File: config.mk
export PLATFORM = sky130hd
export DESIGN_NAME = rf_wb_arbiter
export DESIGN_NICKNAME = d
export VERILOG_FILES = /design/src/rtl/rf_wb_arbiter.sv
export SDC_FILE = /design/constraint.sdc
export NUM_CORES = 1
export LEC_CHECK = 0
export CAP_MARGIN = 20
export CORE_ASPECT_RATIO = 0.7
export CORE_MARGIN = 10
export CORE_UTILIZATION = 36
export CTS_CLUSTER_DIAMETER = 50
export DETAILED_ROUTE_END_ITERATION = 8
export PLACE_DENSITY = 0.86
export SYNTH_ARGS = -nofsm -noshare
export SYNTH_HDL_FRONTEND = slang
export SYNTH_SLANG_ARGS = --single-unit
File: constraint.sdc
create_clock -name clk -period 1.77 [get_ports clk]
set_input_delay 0.354 -clock clk [delete_from_list [all_inputs] [get_ports clk]]
set_output_delay 0.354 -clock clk [all_outputs]
set_load 0.03 [all_outputs]
File: src/rtl/rf_wb_arbiter.sv
// Write-port controller for the Reg2R1W register file: round-robin sharing of the
// single write port between ALU and LSU writeback, x0 filtering, and x1..x31 clearing.
module rf_wb_arbiter #(
    parameter int DATA_W         = 32,
    parameter int ADDR_W         = 5,
    parameter bit CLEAR_ON_RESET = 1'b1
) (
    input  logic              clk,
    input  logic              rst,

    input  logic              alu_valid,
    input  logic [ADDR_W-1:0] alu_rd,
    input  logic [DATA_W-1:0] alu_data,
    output logic              alu_ready,

    input  logic              lsu_valid,
    input  logic [ADDR_W-1:0] lsu_rd,
    input  logic [DATA_W-1:0] lsu_data,
    output logic              lsu_ready,

    input  logic              init_req,
    output logic              busy,

    output logic [ADDR_W-1:0] wrReg,
    output logic [DATA_W-1:0] wrData,
    output logic              writeEnable
);

    typedef enum logic {
        CLEAR = 1'b0,
        ARB   = 1'b1
    } state_t;

    localparam state_t            RESET_STATE = CLEAR_ON_RESET ? CLEAR : ARB;
    localparam logic [ADDR_W-1:0] FIRST_IDX   = ADDR_W'(1);
    localparam logic [ADDR_W-1:0] LAST_IDX    = '1;

    state_t            stateReg;
    state_t            stateNext;
    logic [ADDR_W-1:0] cntReg;
    logic [ADDR_W-1:0] cntNext;
    logic              lastGrantLsuReg;
    logic              lastGrantLsuNext;
    logic              busyReg;

    logic              weNext;
    logic [ADDR_W-1:0] wrRegNext;
    logic [DATA_W-1:0] wrDataNext;

    logic              grantAlu;
    logic              grantLsu;
    logic              arbOpen;
    logic              aluXfer;
    logic              lsuXfer;
    logic              anyXfer;
    logic [ADDR_W-1:0] selRd;
    logic [DATA_W-1:0] selData;

    // On a tie the requester that did not win the last accepted transfer goes first.
    always_comb begin
        grantAlu = alu_valid && (!lsu_valid || lastGrantLsuReg);
        grantLsu = lsu_valid && (!alu_valid || !lastGrantLsuReg);
    end

    // A clear request closes the port in the very cycle it is raised.
    assign arbOpen   = (stateReg == ARB) && !init_req;
    assign alu_ready = arbOpen && grantAlu;
    assign lsu_ready = arbOpen && grantLsu;

    assign aluXfer = alu_valid && alu_ready;
    assign lsuXfer = lsu_valid && lsu_ready;
    assign anyXfer = aluXfer || lsuXfer;

    always_comb begin
        selRd   = lsuXfer ? lsu_rd   : alu_rd;
        selData = lsuXfer ? lsu_data : alu_data;
    end

    always_comb begin
        stateNext        = stateReg;
        cntNext          = cntReg;
        lastGrantLsuNext = lastGrantLsuReg;
        weNext           = 1'b0;
        wrRegNext        = wrReg;
        wrDataNext       = wrData;

        case (stateReg)
            CLEAR: begin
                weNext     = 1'b1;
                wrRegNext  = cntReg;
                wrDataNext = '0;
                if (cntReg == LAST_IDX) begin
                    stateNext = ARB;
                    cntNext   = FIRST_IDX;
                end else begin
                    cntNext = cntReg + 1'b1;
                end
            end
            ARB: begin
                if (init_req) begin
                    stateNext = CLEAR;
                    cntNext   = FIRST_IDX;
                end else if (anyXfer) begin
                    lastGrantLsuNext = lsuXfer;
                    // x0 writes are consumed but never reach the file.
                    if (selRd != '0) begin
                        weNext     = 1'b1;
                        wrRegNext  = selRd;
                        wrDataNext = selData;
                    end
                end
            end
            default: begin
                stateNext = RESET_STATE;
                cntNext   = FIRST_IDX;
            end
        endcase
    end

    always_ff @(posedge clk or posedge rst) begin
        if (rst) begin
            stateReg        <= RESET_STATE;
            cntReg          <= FIRST_IDX;
            lastGrantLsuReg <= 1'b1;
            busyReg         <= CLEAR_ON_RESET;
            writeEnable     <= 1'b0;
            wrReg           <= '0;
            wrData          <= '0;
        end else begin
            stateReg        <= stateNext;
            cntReg          <= cntNext;
            lastGrantLsuReg <= lastGrantLsuNext;
            // busy tracks the registered clear writes, so it lags the state by a cycle.
            busyReg         <= (stateReg == CLEAR);
            writeEnable     <= weNext;
            wrReg           <= wrRegNext;
            wrData          <= wrDataNext;
        end
    end

    assign busy = busyReg;

endmodule
* After elaboration in Yosys (flattened, before gate mapping)
Cells that the tools add are included.
Cells by class: add/sub/neg operators 1, equal/unequal tests 5, multiplexer cells 20, bitwise operators 2, reduce and logical (&&, ||, !) cells 17
Operator list (count):
- 2-to-1 mux 32 bit | 4
- one-hot mux 32 bit (2 select lines) | 1
- 2-to-1 mux 5 bit | 6
- one-hot mux 5 bit (2 select lines) | 2
- logical AND 1 bit | 7
- AND reduction 3 bit | 2
- adder 5 x 1 -> 5 bit (second input constant) | 1
- == test 5 bit (second input constant) | 1
- 2-to-1 mux 1 bit | 5
- nonzero test 5 bit | 1
- zero test 1 bit | 4
- != test 2 x 1 -> 1 bit (second input constant) | 2
- != test 2 bit (second input constant) | 2
- one-hot mux 1 bit (2 select lines) | 2
- logical OR 1 bit | 3
- NOT 1 bit | 2
Storage, ports and cells: bits in registers 46, bits of input ports 79, output and inout port bits 41, word-level logic and storage cells 52

* Logic depth before layout (Yosys ltp)
depth in word-level cells 11, gate-level depth with buffers 8, mapped depth without buffers 6

* Worst setup path before layout
Ideal clock, no wire load.
kind register -> register, start register lastGrantLsuReg, end register wrData[6], setup time 96 ps, arrival 1709 ps, required time 1674 ps, slack -34 ps, cell stages (with the launch flop) 8, path buffers 3, period minus slack after synthesis 1804 ps, path through dfstp_2 > and2_1 > or2_1 > buf_6 > buf_2 > clkbuf_1 > nand2_1 > a311oi_2
On the way: longest elaborated chain between the ends 10, elaborated cells between the ends (all ways) 20, those cells by class 2 x eq/ne; 6 x mux; 12 x reduce/logical
Ends and longest elaborated chain:
- from (decl) | line 42 | logic lastGrantLsuReg;
- from (signal assigned) | line 132 | lastGrantLsuReg <= lastGrantLsuNext;
- zero test 1 bit | line 62 | grantLsu = lsu_valid && (!alu_valid || !lastGrantLsuReg);
- logical OR 1 bit | line 62
- logical AND 1 bit | line 62
- logical AND 1 bit | line 68 | assign lsu_ready = arbOpen && grantLsu;
- logical AND 1 bit | line 71 | assign lsuXfer = lsu_valid && lsu_ready;
- 2-to-1 mux 32 bit | line 76 | selData = lsuXfer ? lsu_data : alu_data;
- 2-to-1 mux 32 bit | line 106 | if (selRd != '0) begin
- 2-to-1 mux 32 bit | line 103 | end else if (anyXfer) begin
- 2-to-1 mux 32 bit | line 100 | if (init_req) begin
- one-hot mux 32 bit (2 select lines) | line 87 | case (stateReg)
- to (signal assigned) | line 137 | wrData <= wrDataNext;
- to (decl) | line 25 | output logic [DATA_W-1:0] wrData,
Several ways; a longest one is shown, not always the timed one. The select of a mux whose other input is x is not followed. A chain may end at the register's enable or synchronous reset.

* Final worst setup path
start register lastGrantLsuReg, end register wrData[30]
The elaborated chain is that of the path after synthesis.

==> flow_summary.ini <==
[yosys]
synthArstFlopShare = 1.00
ys_types = 42
ys.flop_type = dfrtp_1
yosys_warnings = 0
synthCells = 230
ys_seq_area_frac = 0.488
syn-cell-area_um2 = 2370
avgSynthCellArea_um2 = 10.3
synth-seq-cells = 46
synth-edff-count = 0
synth_fp_nets = 311

[drt]
firstDrtPassIters = 5
vias_per_cell = 5.52
drtAntennaViolNets = 0
drc = 0
first_iter_violations = 110
wl_per_cell_um = 20.8
routed_wl_um = 9920
vias = 2639

[power]
p_leak_nw = 2.10
p_per_area_nw_per_um2 = 808
vdd_drop_max_mv = 0.574

[critical_path]
startpoint = lastGrantLsuReg
path_class = flip-flop to flip-flop
max_stage_delay_ps = 540
worstPathBufferInverterCount = 3
rr_worst_depth = 8
cp_top_family = flip-flops
cp_max_fo = 7
path_cells = and2_4, or2_4, buf_8, nand2b_4, a211oi_4, buf_6, clkbuf_16, o2bb2ai_2
worst_setup_path_end_kind = flip-flop
start_kind = flip-flop
cp_data_arrival_time_ps = 2100
required_ps = 2000
crit_slowest_cell = dfstp_2
crit_cells = 8
r2r_start = lastGrantLsuReg

[placement]
gp_congestion = 0.833
dpl_cell_area_um2 = 3880
port_buffers = 119
place_hpwl_um = 6490

[die]
core_um2 = 6310
pin_count = 120
fp.dieW_um = 117
dieHeight_um = 87.8
dieArea_um2 = 10300
rows = 24
initial_utilization = 0.375

[timing]
rsz0062_at_grt = yes
setup_slack_ps = -101
finalSetupViolations = 38
min_period_over_period = 1.06
min_period_ps = 1870
maxSlewHeadroom = 0.725
worst_pin_slew_ps = 412
finalHoldViolCount = 0
fin_tns_setup_ps = -2380
skew_ps = 8.71
maxSlewViolCount = 0
max_freq_mhz = 535

[job]
max_cap_viol_count = 0

[global_routing]
grt_usage = 0.178
grt_antenna_before_repair = 0
overflow = 0
grt_start_max_net_pins = 27
grt_pass1_vias = 2716
grt_pass1_wl_um = 14500

[cts]
htreeDepth = 2
cts_tree = built
clk_path_buf_depth = 2
clk_latency_ps = 300
clk_pin_slew_ps = 90
clock_sinks = 46
root_buffer = clkbuf_8
cts_buffers = 5

[finish]
final_area_um2 = 4700
final_cell_mix = clkdlybuf4s50_1, nand2_1, dfrtp_1
synthToLayoutAreaGrowth_pct = 98.4
layout-drive-gt1-share = 0.358
diodes = 0
mostFrequentLayoutCell = clkdlybuf4s50_1
fillerInstances = 406
fin_nets = 480

[hold_path]
hold_class = input pin to asynchronous set/reset pin

[status]
violations = negative setup slack
status = finished, violations left
-- cell type report --
| type | count | area, µm² | share of cell area |
|---|---|---|---|
| flip-flops and latches | 46 | 1150 | 0.246 |
| repair buffers | 181 | 1900 | 0.406 |
| clock buffers | 5 | 68.8 | 0.0147 |
| inverters | 7 | 32.5 | 0.00693 |
| clock inverters | 3 | 43.8 | 0.00933 |
| multi-input cells | 158 | 1390 | 0.297 |
| well taps | 78 | 97.6 | 0.0208 |
-- per-stage QoR --
stage	setup WS, ps	hold slack, ps	utilization	power, W	instances
floorplan	-9.06	470	-	0.00206	230
detailed placement	-642	474	0.615	0.00268	443
global placement	-569	471	0.615	0.00264	443
global route	-170	350	0.745	0.00397	478
CTS	-151	351	0.695	0.00364	471
finish	-101	343	0.745	0.00379	478
-- state kept, by name, summed over array words and instances, names as in the netlist --
| name | flops |
|---|---|
| busy | 1 |
| cntReg | 5 |
| lastGrantLsuReg | 1 |
| stateReg | 1 |
| wrData | 32 |
| wrReg | 5 |
| writeEnable | 1 |
-- power by group --
part | total, W | leakage [nW] | internal, W | switching [W]
Clock | 0.000799 | 0.0585 | 0.000424 | 0.000376
Sequential | 0.00136 | 0.609 | 0.00122 | 0.000139
Combinational | 0.00163 | 1.43 | 0.000838 | 0.000792
Total | 0.00379 | 2.10 | 0.00249 | 0.00131
-- per-layer routing --
metal / GRT usage / wire, µm / up-vias
met3: 0.0642 / 880 / 9
met2: 0.298 / 4920 / 121
li1: - / - / 1191
met4: 0.0369 / 81 / 0
met5: 0 / 0 / -
met1: 0.218 / 4040 / 1318
-- cells in the mapped netlist, types with 2 or more instances --
| library cell | instances | area share |
|---|---|---|
| a311oi_2 | 8 | 0.051 |
| o2bb2ai_1 | 14 | 0.052 |
| mux2i_1 | 2 | 0.0085 |
| a21oi_1 | 4 | 0.0085 |
| buf_2 | 5 | 0.011 |
| ha_1 | 2 | 0.011 |
| o21ai_0 | 2 | 0.0042 |
| inv_2 | 2 | 0.0032 |
| nor2_1 | 24 | 0.038 |
| a22o_1 | 3 | 0.011 |
| buf_6 | 2 | 0.0095 |
| a32oi_1 | 14 | 0.052 |
| buf_4 | 5 | 0.016 |
| dfrtp_1 | 43 | 0.45 |
| nand2_1 | 46 | 0.073 |
| nor3_1 | 2 | 0.0042 |
| dfstp_2 | 3 | 0.033 |
| a21boi_1 | 2 | 0.0063 |
| a221o_1 | 4 | 0.017 |
| inv_1 | 4 | 0.0063 |
| buf_1 | 2 | 0.0032 |
| a311oi_1 | 10 | 0.037 |
| or2_2 | 2 | 0.0053 |
| a211oi_2 | 2 | 0.011 |
| clkbuf_1 | 5 | 0.0079 |
| nor4_2 | 2 | 0.011 |
-- logic make-up after synthesis --
family                   Yosys count  synth area share
AO/OA/AOI/OAI                     67             0.271
flip-flops                        46             0.488
buffers and inverters             26            0.0581
XOR/XNOR                           2           0.00740
multiplexers                       2           0.00846
AND/OR/NAND/NOR                   85             0.157
adder cells (fa/ha/maj)            2            0.0106
-- repair_timing --
| action | in CTS | in global routing |
|---|---|---|
| hold buffers | 0 | 0 |
| endpoints found under the setup margin | 41 | 46 |
| buffers inserted | 17 | 10 |
| cloned | 4 | 2 |
| pin swaps | 20 | 14 |
| resized for setup | 57 | 56 |
-- final timing paths --
path / slack (ps) / to
max in group asynchronous: 910 / cntReg[0]
min in group clk: 470 / wrReg[3]
hold reg to reg: 500 / wrData[5]
hold / removal: 340 / wrData[13]
setup reg to reg: -100 / wrData[30]
setup / recovery: -100 / wrData[30]
Note: power is estimated with default switching activity, not from simulation.
